<file path="src/rtl/seg_display_scan_pkg.sv">
// seg_display_scan_pkg: shared 7-segment constants, glyph table and status display words
// Contents: SEG_BLANK / ANODES_OFF pin idle values, HEX_GLYPHS active-low
// {dp,g,f,e,d,c,b,a} codes for nibbles 0..F packed LSB-first, STATE_* words shown
// by the status encoder, digit index type and anode select helper.
package seg_display_scan_pkg;
   localparam logic [7:0]   SEG_BLANK  = 8'hFF;
   localparam logic [2:0]   ANODES_OFF = 3'b111;
   localparam logic [127:0] HEX_GLYPHS = {
      8'h8E, 8'h86, 8'hA1, 8'hC6, 8'h83, 8'h88, 8'h90, 8'h80,
      8'hF8, 8'h82, 8'h92, 8'h99, 8'hB0, 8'hA4, 8'hF9, 8'hC0
   };
   localparam logic [11:0] STATE_IDLE  = 12'h000;
   localparam logic [11:0] STATE_BUSY  = 12'hB05;
   localparam logic [11:0] STATE_DONE  = 12'hD0E;
   localparam logic [11:0] STATE_FAULT = 12'hFA1;
   typedef enum logic [1:0] {DIGIT0, DIGIT1, DIGIT2} digit_t;
   function automatic logic [2:0] anode_sel(digit_t d);
      return ~(3'b001 << d);
   endfunction
endpackage

</file>
<file path="src/rtl/seg_hex_decode.sv">
// seg_hex_decode: combinational hex nibble to active-low 7-segment pattern
// Ports: nibble (in, 4) hex value; segments (out, 7) active-low {g,f,e,d,c,b,a}.
module seg_hex_decode
   import seg_display_scan_pkg::*;
(
   input  logic [3:0] nibble,
   output logic [6:0] segments
);
   assign segments = HEX_GLYPHS[{nibble, 3'b000} +: 7];
endmodule

</file>
<file path="src/rtl/seg_display_scan.sv">
// seg_display_scan: time-multiplexed 3-digit 7-segment scanner with blank gap and frame-synchronous capture
// Ports: clk, rst_n (async active-low), enable, seg_digits[11:0] {d2,d1,d0},
//        seg_anodes[2:0] active-low digit selects, seg_cathodes[7:0] active-low {dp,g..a},
//        frame_tick 1-cycle pulse per completed frame.
// Optional: SEG_DP_HEARTBEAT_EN blinks digit0's decimal point every HB_FRAMES frames.
module seg_display_scan
   import seg_display_scan_pkg::*;
#(
   parameter int DIGIT_CYCLES = 50000,
   parameter int BLANK_CYCLES = 1000,
   parameter int HB_FRAMES    = 128
) (
   input  logic        clk,
   input  logic        rst_n,
   input  logic        enable,
   input  logic [11:0] seg_digits,
   output logic [2:0]  seg_anodes,
   output logic [7:0]  seg_cathodes,
   output logic        frame_tick
);
   localparam int CW = $clog2(DIGIT_CYCLES);
   if (DIGIT_CYCLES < 2 || BLANK_CYCLES >= DIGIT_CYCLES || HB_FRAMES < 1) begin : g_bad_params
      $error("seg_display_scan: invalid parameters");
   end
   logic [CW-1:0] slot_cnt;
   digit_t        digit_idx;
   logic [11:0]   shadow;
   logic [6:0]    segments;
   logic          slot_end, frame_end, blank, dp_n;
   assign slot_end  = slot_cnt == CW'(DIGIT_CYCLES - 1);
   assign frame_end = slot_end && digit_idx == DIGIT2;
   assign blank     = slot_cnt < CW'(BLANK_CYCLES);
   seg_hex_decode u_dec (
      .nibble   (shadow[{digit_idx, 2'b00} +: 4]),
      .segments (segments)
   );
`ifdef SEG_DP_HEARTBEAT_EN
   localparam int FW = HB_FRAMES > 1 ? $clog2(HB_FRAMES) : 1;
   logic [FW-1:0] frame_cnt;
   logic          heartbeat;
   logic          hb_wrap;
   assign hb_wrap = frame_cnt == FW'(HB_FRAMES - 1);
   always_ff @(posedge clk or negedge rst_n)
      if (!rst_n) begin
         frame_cnt <= '0;
         heartbeat <= 1'b0;
      end else if (enable && frame_end) begin
         frame_cnt <= hb_wrap ? '0 : frame_cnt + 1'b1;
         heartbeat <= hb_wrap ? ~heartbeat : heartbeat;
      end
   assign dp_n = ~(heartbeat && digit_idx == DIGIT0);
`else
   assign dp_n = 1'b1;
`endif
   // Pins are registered from the current (slot_cnt, digit_idx), so they trail the counters by one cycle.
   always_ff @(posedge clk or negedge rst_n)
      if (!rst_n) begin
         slot_cnt     <= '0;
         digit_idx    <= DIGIT0;
         shadow       <= 12'h000;
         seg_anodes   <= ANODES_OFF;
         seg_cathodes <= SEG_BLANK;
         frame_tick   <= 1'b0;
      end else if (!enable) begin
         slot_cnt     <= '0;
         digit_idx    <= DIGIT0;
         shadow       <= seg_digits;
         seg_anodes   <= ANODES_OFF;
         seg_cathodes <= SEG_BLANK;
         frame_tick   <= 1'b0;
      end else begin
         slot_cnt     <= slot_end ? '0 : slot_cnt + 1'b1;
         digit_idx    <= !slot_end ? digit_idx : digit_idx == DIGIT2 ? DIGIT0 : digit_t'(digit_idx + 2'd1);
         shadow       <= frame_end ? seg_digits : shadow;
         seg_anodes   <= blank ? ANODES_OFF : anode_sel(digit_idx);
         seg_cathodes <= blank ? SEG_BLANK : {dp_n, segments};
         frame_tick   <= frame_end;
      end
endmodule
</file>
<file path="config.mk">
export PLATFORM = sky130hd
export DESIGN_NAME = seg_display_scan
export DESIGN_NICKNAME = d
export VERILOG_FILES = /design/src/rtl/seg_display_scan_pkg.sv /design/src/rtl/seg_hex_decode.sv /design/src/rtl/seg_display_scan.sv
export SDC_FILE = /design/constraint.sdc
export NUM_CORES = 1
export LEC_CHECK = 0
export CAP_MARGIN = 20
export CORE_MARGIN = 3
export CORE_UTILIZATION = 36
export DETAILED_ROUTE_END_ITERATION = 10
export GPL_TIMING_DRIVEN = 0
export MAX_ROUTING_LAYER = met4
export PLACE_DENSITY = 0.59
export SETUP_SLACK_MARGIN = 0.5
export SLEW_MARGIN = 20
export SYNTH_ARGS = -nofsm -noshare
export SYNTH_HDL_FRONTEND = slang
export SYNTH_HIERARCHICAL = 1
export SYNTH_SLANG_ARGS = --single-unit
</file>
<file path="constraint.sdc">
create_clock -name clk -period 2.5 [get_ports clk]
set_clock_uncertainty 0.2 [all_clocks]
set_input_delay 0.375 -clock clk [delete_from_list [all_inputs] [get_ports clk]]
set_output_delay 0.375 -clock clk [all_outputs]
set_load 0.02 [all_outputs]
</file>
Word-level counts from Yosys, hierarchy flattened
Cells that the tools add are included.

Register bits after elaboration: 42. Bits in latches: 0. Bits in writable memories: 0. ROM bits: 0. Input bits: 15. Output and inout bits: 12. Logic and storage cells: 30. Memories kept: 0.

Add/subtract/negate cells: 2. Multiply operators: 0. Divide/modulo/power cells: 0. Order comparisons: 1. Equality and inequality tests: 4. Shift operators: 3. Mux-type cells: 12. Bitwise logic cells: 1. Reduce and logical (&&, ||, !) cells: 1.

Operator list (count): indexed part select 128 x 8 -> 7 bit (first input constant) (1); 2-to-1 mux 16 bit (2); 2-to-1 mux 12 bit (2); adder 16 x 1 -> 16 bit (second input constant) (1); equality test 16 bit (second input constant) (1); less-than comparator 16 x 10 -> 1 bit (second input constant) (1); 2-to-1 mux 7 bit (2); indexed part select 12 x 5 -> 4 bit (1); 2-to-1 mux 2 bit (3); 2-to-1 mux 3 bit (2); inequality test 2 x 1 -> 1 bit (second input constant) (2); NOT 3 bit (1); left shift 1 x 2 -> 3 bit (first input constant) (1); adder 2 x 1 -> 2 bit (second input constant) (1); equality test 2 bit (second input constant) (1); logical AND 1 bit (1); 2-to-1 mux 1 bit (1).

Longest topological paths before layout
Word-level depth: 4. Mapped depth: 10. Gate-level depth less buffers: 9.

Modules after synthesis
The synthesis kept the hierarchy.

By module, submodules not included: seg_display_scan (times used 1, cells an instance 161, area each 1890.6 µm², seq. area each 1038.5 µm²); seg_hex_decode (times used 1, cells an instance 36, area each 252.7 µm², seq. area each 0.0 µm²).

Least setup slack after synthesis
Ideal clock, no wire load.

Path kind: register -> register. Start point: register digit_idx[1]. End point: register seg_cathodes[3]. Setup time: 84 ps. Arrival: 2147 ps. Required time: 2216 ps. Setup slack: 68 ps. Cell stages (with the launch flop): 10. Path buffers: 1. Clock period less this slack: 2432 ps. Cell sequence: dfrtp_1 -> clkbuf_1 -> mux2i_1 -> o21ai_0 -> inv_1 -> ha_1 -> nand2_1 -> a21oi_1 -> a31oi_1 -> or2_2.

Word-level cells in the longest chain between the ends: 4.

RTL lines: start: declaration (RTL line seg_display_scan.sv:26) `digit_t digit_idx;`; start signal: assignment (RTL line seg_display_scan.sv:73) `digit_idx <= !slot_end ? digit_idx : digit_idx == DIGIT2 ? DIGIT0 : digit_t'(digit_idx + 2'd1);`; indexed part select 12 x 5 -> 4 bit (RTL line seg_display_scan.sv:34) `.nibble (shadow[{digit_idx, 2'b00} +: 4]),`; indexed part select 128 x 8 -> 7 bit (RTL line seg_hex_decode.sv:9) `assign segments = HEX_GLYPHS[{nibble, 3'b000} +: 7];`; named net segments[3] (RTL line seg_display_scan.sv:28) `logic [6:0] segments;`; 2-to-1 mux 7 bit (RTL line seg_display_scan.sv:76) `seg_cathodes <= blank ? SEG_BLANK : {dp_n, segments};`; 2-to-1 mux 7 bit (RTL line seg_display_scan.sv:64) `end else if (!enable) begin`; end signal: assignment (RTL line seg_display_scan.sv:76); end: declaration (RTL line seg_display_scan.sv:18) `output logic [7:0] seg_cathodes,`.

The timed path passes the listed nets, and every way through them passes these cells. A chain may end at the register's enable or synchronous reset.

Worst setup path after layout
Start point: register digit_idx[1]. End point: register seg_cathodes[0].

Same word-level chain as after synthesis.

==> impl_results.md <==
* Status: completed
* RSZ-0062 raised after global routing: yes
* Distinct cell type count after synthesis at 42
* Inst Count DP at 295
* Synth warn at 6
* CP Class: flop to flop
* Tot Pwr at 1.487 mW
* Pwr/cell area at 481.1 mW/mm^2
* CP max-delay cell: dfrtp_1
* Avg Cell Area, Syn at 10.88 sq um
* # H-tree levels at 2
* Initial core utilization at 0.3799
* Post-Synth XOR/XNOR Area at 0.05312
* Critical Path RT at 2.53 ns
* P&R area growth vs syn at 44.19%
* CP Max Fanout at 5
* TritonCTS clock tree: built
* Fin cells at 335
* IO Port Bufs at 25
* Share of cells above drive strength 1 at 0.4068
* Post-synth EDFFs at 0
* Vias at 1640
* Die Wd at 83.16 microns
* Most frequent cells after synthesis: dfrtp_1, nor2_1, nand2_1
* Compound-Gate Fraction of Synth Area at 0.05838
* Setup Total Neg Slack at 0 ns
* CP endpoint kind: flop
* Most common cell in the synthesized netlist: dfrtp_1
* Multiplexer area fraction after synthesis at 0.1185
* Number of top-level pins at 27
* Critical Path Start Type: flop
* Initial DRC count at 64
* Leak at 1.326 nW
* Final setup viols at 0
* Root Buffer: clkbuf_8
* GP Congestion at 0.8506
* Tmin final at 2.084 ns
* Fin. Hold Viols at 0
* Top post-synthesis cells by area: dfrtp_1, dfstp_2, mux2_4
* Synthesized instance count at 197
* Drt pass-1 iters at 4
* Max Fclk at 0.4798 GHz
* Slowest Stage Delay on Critical Path at 0.40 ns
* Die area at 0.006916 sq mm
* Clk Latency, worst-skew pair at 0.30 ns
* Pins Over Slew Limit at 0
* Class of the worst hold path: flop to flop
* Final core utilization at 0.5478
* Synth Area in Adders at 0.04670
* #FFs+latches synth at 41
* Antenna cells at 0
* Crit path cell chain: buf_8 -> mux2i_2 -> o21ai_2 -> inv_2 -> ha_4 -> or2b_1 -> o211ai_1 -> o21ai_1 -> or2_4
* Sequential cell area fraction in the yosys report at 0.4845
* Drt total wl at 4596 microns
* Clock slew at reported path FFs at 0.09 ns
* Number of nets in the layout at 285
* CP arrival at 2.12 ns
* Worst VDD drop at 0.2293 mV
* Synthesized area at 0.002143 sq mm
* Asr flop ratio synth at 1.000
* Synth Flop Type: dfrtp_1
* Die H at 83.16 microns
* DRT antenna net count at 0
* First-pass GRT wire length at 7424 microns
* Max-cap viol count at 0
* Cell taking the most area after synthesis: dfrtp_1
* Max Root-Sink Buffers at 2
* Crit share post-route at 0.8337
* HPWL Detailed at 2974 microns
* Simple-gate share of the synthesized area at 0.1985
* Cell Rows at 27
* Fillers at 500
* Core area at 0.005642 sq mm
* Routed wire per std cell at 13.72 microns
* Vias in the first global route at 1577
* Largest net degree at the start of global routing at 27
* Main combinational cell family by area after synthesis: simple AND/OR/NAND/NOR gates
* Drc violations at 0
* Syn nets at 220
* CTS Buf Count at 5
* Initial antenna violation count at 0
* Via density at 4.896
* Gr ovfl total at 0
* GRT Total Usage at 0.1378
* Synth top area share at 0.3619
* TritonCTS Sinks at 41
worst paths after layout:
path	from	end	slack (ns)	depth (start not counted)
setup / recovery	digit_idx[1]	seg_cathodes[0]	0.42	9
hold / removal	slot_cnt[0]	slot_cnt[0]	0.28	1
setup reg to reg	digit_idx[1]	seg_cathodes[0]	0.42	9
hold reg to reg	slot_cnt[0]	slot_cnt[0]	0.28	1
max in group asynchronous	rst_n	seg_cathodes[4]	1.24	3
min in group asynchronous	rst_n	slot_cnt[1]	0.32	2
placed cells by master (no fill, tap or decap), types with 3 or more instances in the layout:
cell type / synthesis / routed
xor2_1: 5 / 5
nor3_1: 3 / 3
nand2_1: 16 / 12
or2_4: 0 / 5
o21ai_4: 0 / 3
buf_4: 1 / 29
o21ai_1: 3 / 4
ha_4: 0 / 3
nor4_1: 3 / 3
mux2i_1: 7 / 4
clkdlybuf4s50_1: 0 / 15
clkbuf_8: 0 / 5
nor2_1: 18 / 18
o21ai_0: 7 / 3
dlymetal6s2s_1: 0 / 6
dfstp_2: 10 / 10
ha_1: 8 / 3
nand3_1: 11 / 11
or2_2: 8 / 4
xnor2_1: 8 / 8
nand2_2: 0 / 3
mux2_4: 10 / 12
and3_1: 5 / 4
buf_8: 0 / 3
buf_6: 3 / 4
dfrtp_1: 31 / 30
nand4_1: 5 / 5
dlygate4sd2_1: 0 / 3
routing by layer:
layer,global-route usage,share of wire,up-vias
li1,-,-,809
met1,0.1801,0.48,782
met2,0.2034,0.46,38
met3,0.03373,0.039,11
met4,0.05944,0.023,0
met5,-,0,-
cell type report:
| class | instances | area, sq um | share of cell area |
|---|---|---|---|
| repair buffers | 58 | 556.8 | 0.1802 |
| plain buffers | 10 | 98.84 | 0.03198 |
| clock buffers | 5 | 68.82 | 0.02227 |
| multi-input cells | 142 | 1180 | 0.3818 |
| inverters | 4 | 15.01 | 0.004858 |
| flip-flops and latches | 41 | 1040 | 0.3364 |
| well taps | 72 | 90.09 | 0.02915 |
| clock inverters | 3 | 41.29 | 0.01336 |
sequential cells by signal (all words and copies together), names as in the netlist:
| signal | cells |
|---|---|
| digit_idx | 2 |
| shadow | 12 |
| seg_cathodes | 7 |
| slot_cnt | 16 |
| frame_tick | 1 |
| seg_anodes | 3 |
power by group:
part	total, mW	switching (mW)	internal, mW
Combinational	0.247	0.108	0.140
Sequential	0.706	0.0188	0.687
Clock	0.534	0.240	0.294
cell families after synthesis:
logic type | after synthesis
other | 1
and+or+nand+nor | 79
DFF | 41
xor gates and xnor gates | 13
adders and majority gates | 8
muxes | 20
buffers and inverters | 14
AOI/OAI and AO/OA | 21
worst max-delay path: cells and delay by family (launching register included):
kind	cells	cell delay (ns)
flops	1	0.40
mux	1	0.15
buf+inv	2	0.25
compound gates	3	0.35
simple gates	2	0.49
fa+ha+maj	1	0.17
per-stage QoR:
stage / worst slack (ns) / instance area (sq um) / hold slack, ns
6_report: 0.4158 / 3090 / 0.2837
5_1_grt: 0.3301 / 3090 / 0.3150
4_1_cts: 0.4212 / 2839 / 0.2921
3_5_place_dp: 0.2767 / 2561 / 0.1169
3_3_place_gp: -0.2110 / 2546 / 0.2739
2_1_floorplan: 0.4740 / 2206 / -0.1206
repair_timing:
action                                  in CTS  in global routing
gates cloned                                 0                  2
pin swaps                                    5                  7
resized for setup                           21                 25
endpoints found under the hold margin       15                  0
hold buffers                                 1                  0
setup buffers                               10                 19
endpoints found under the setup margin      30                 36
(Power assumes the default switching activity.)
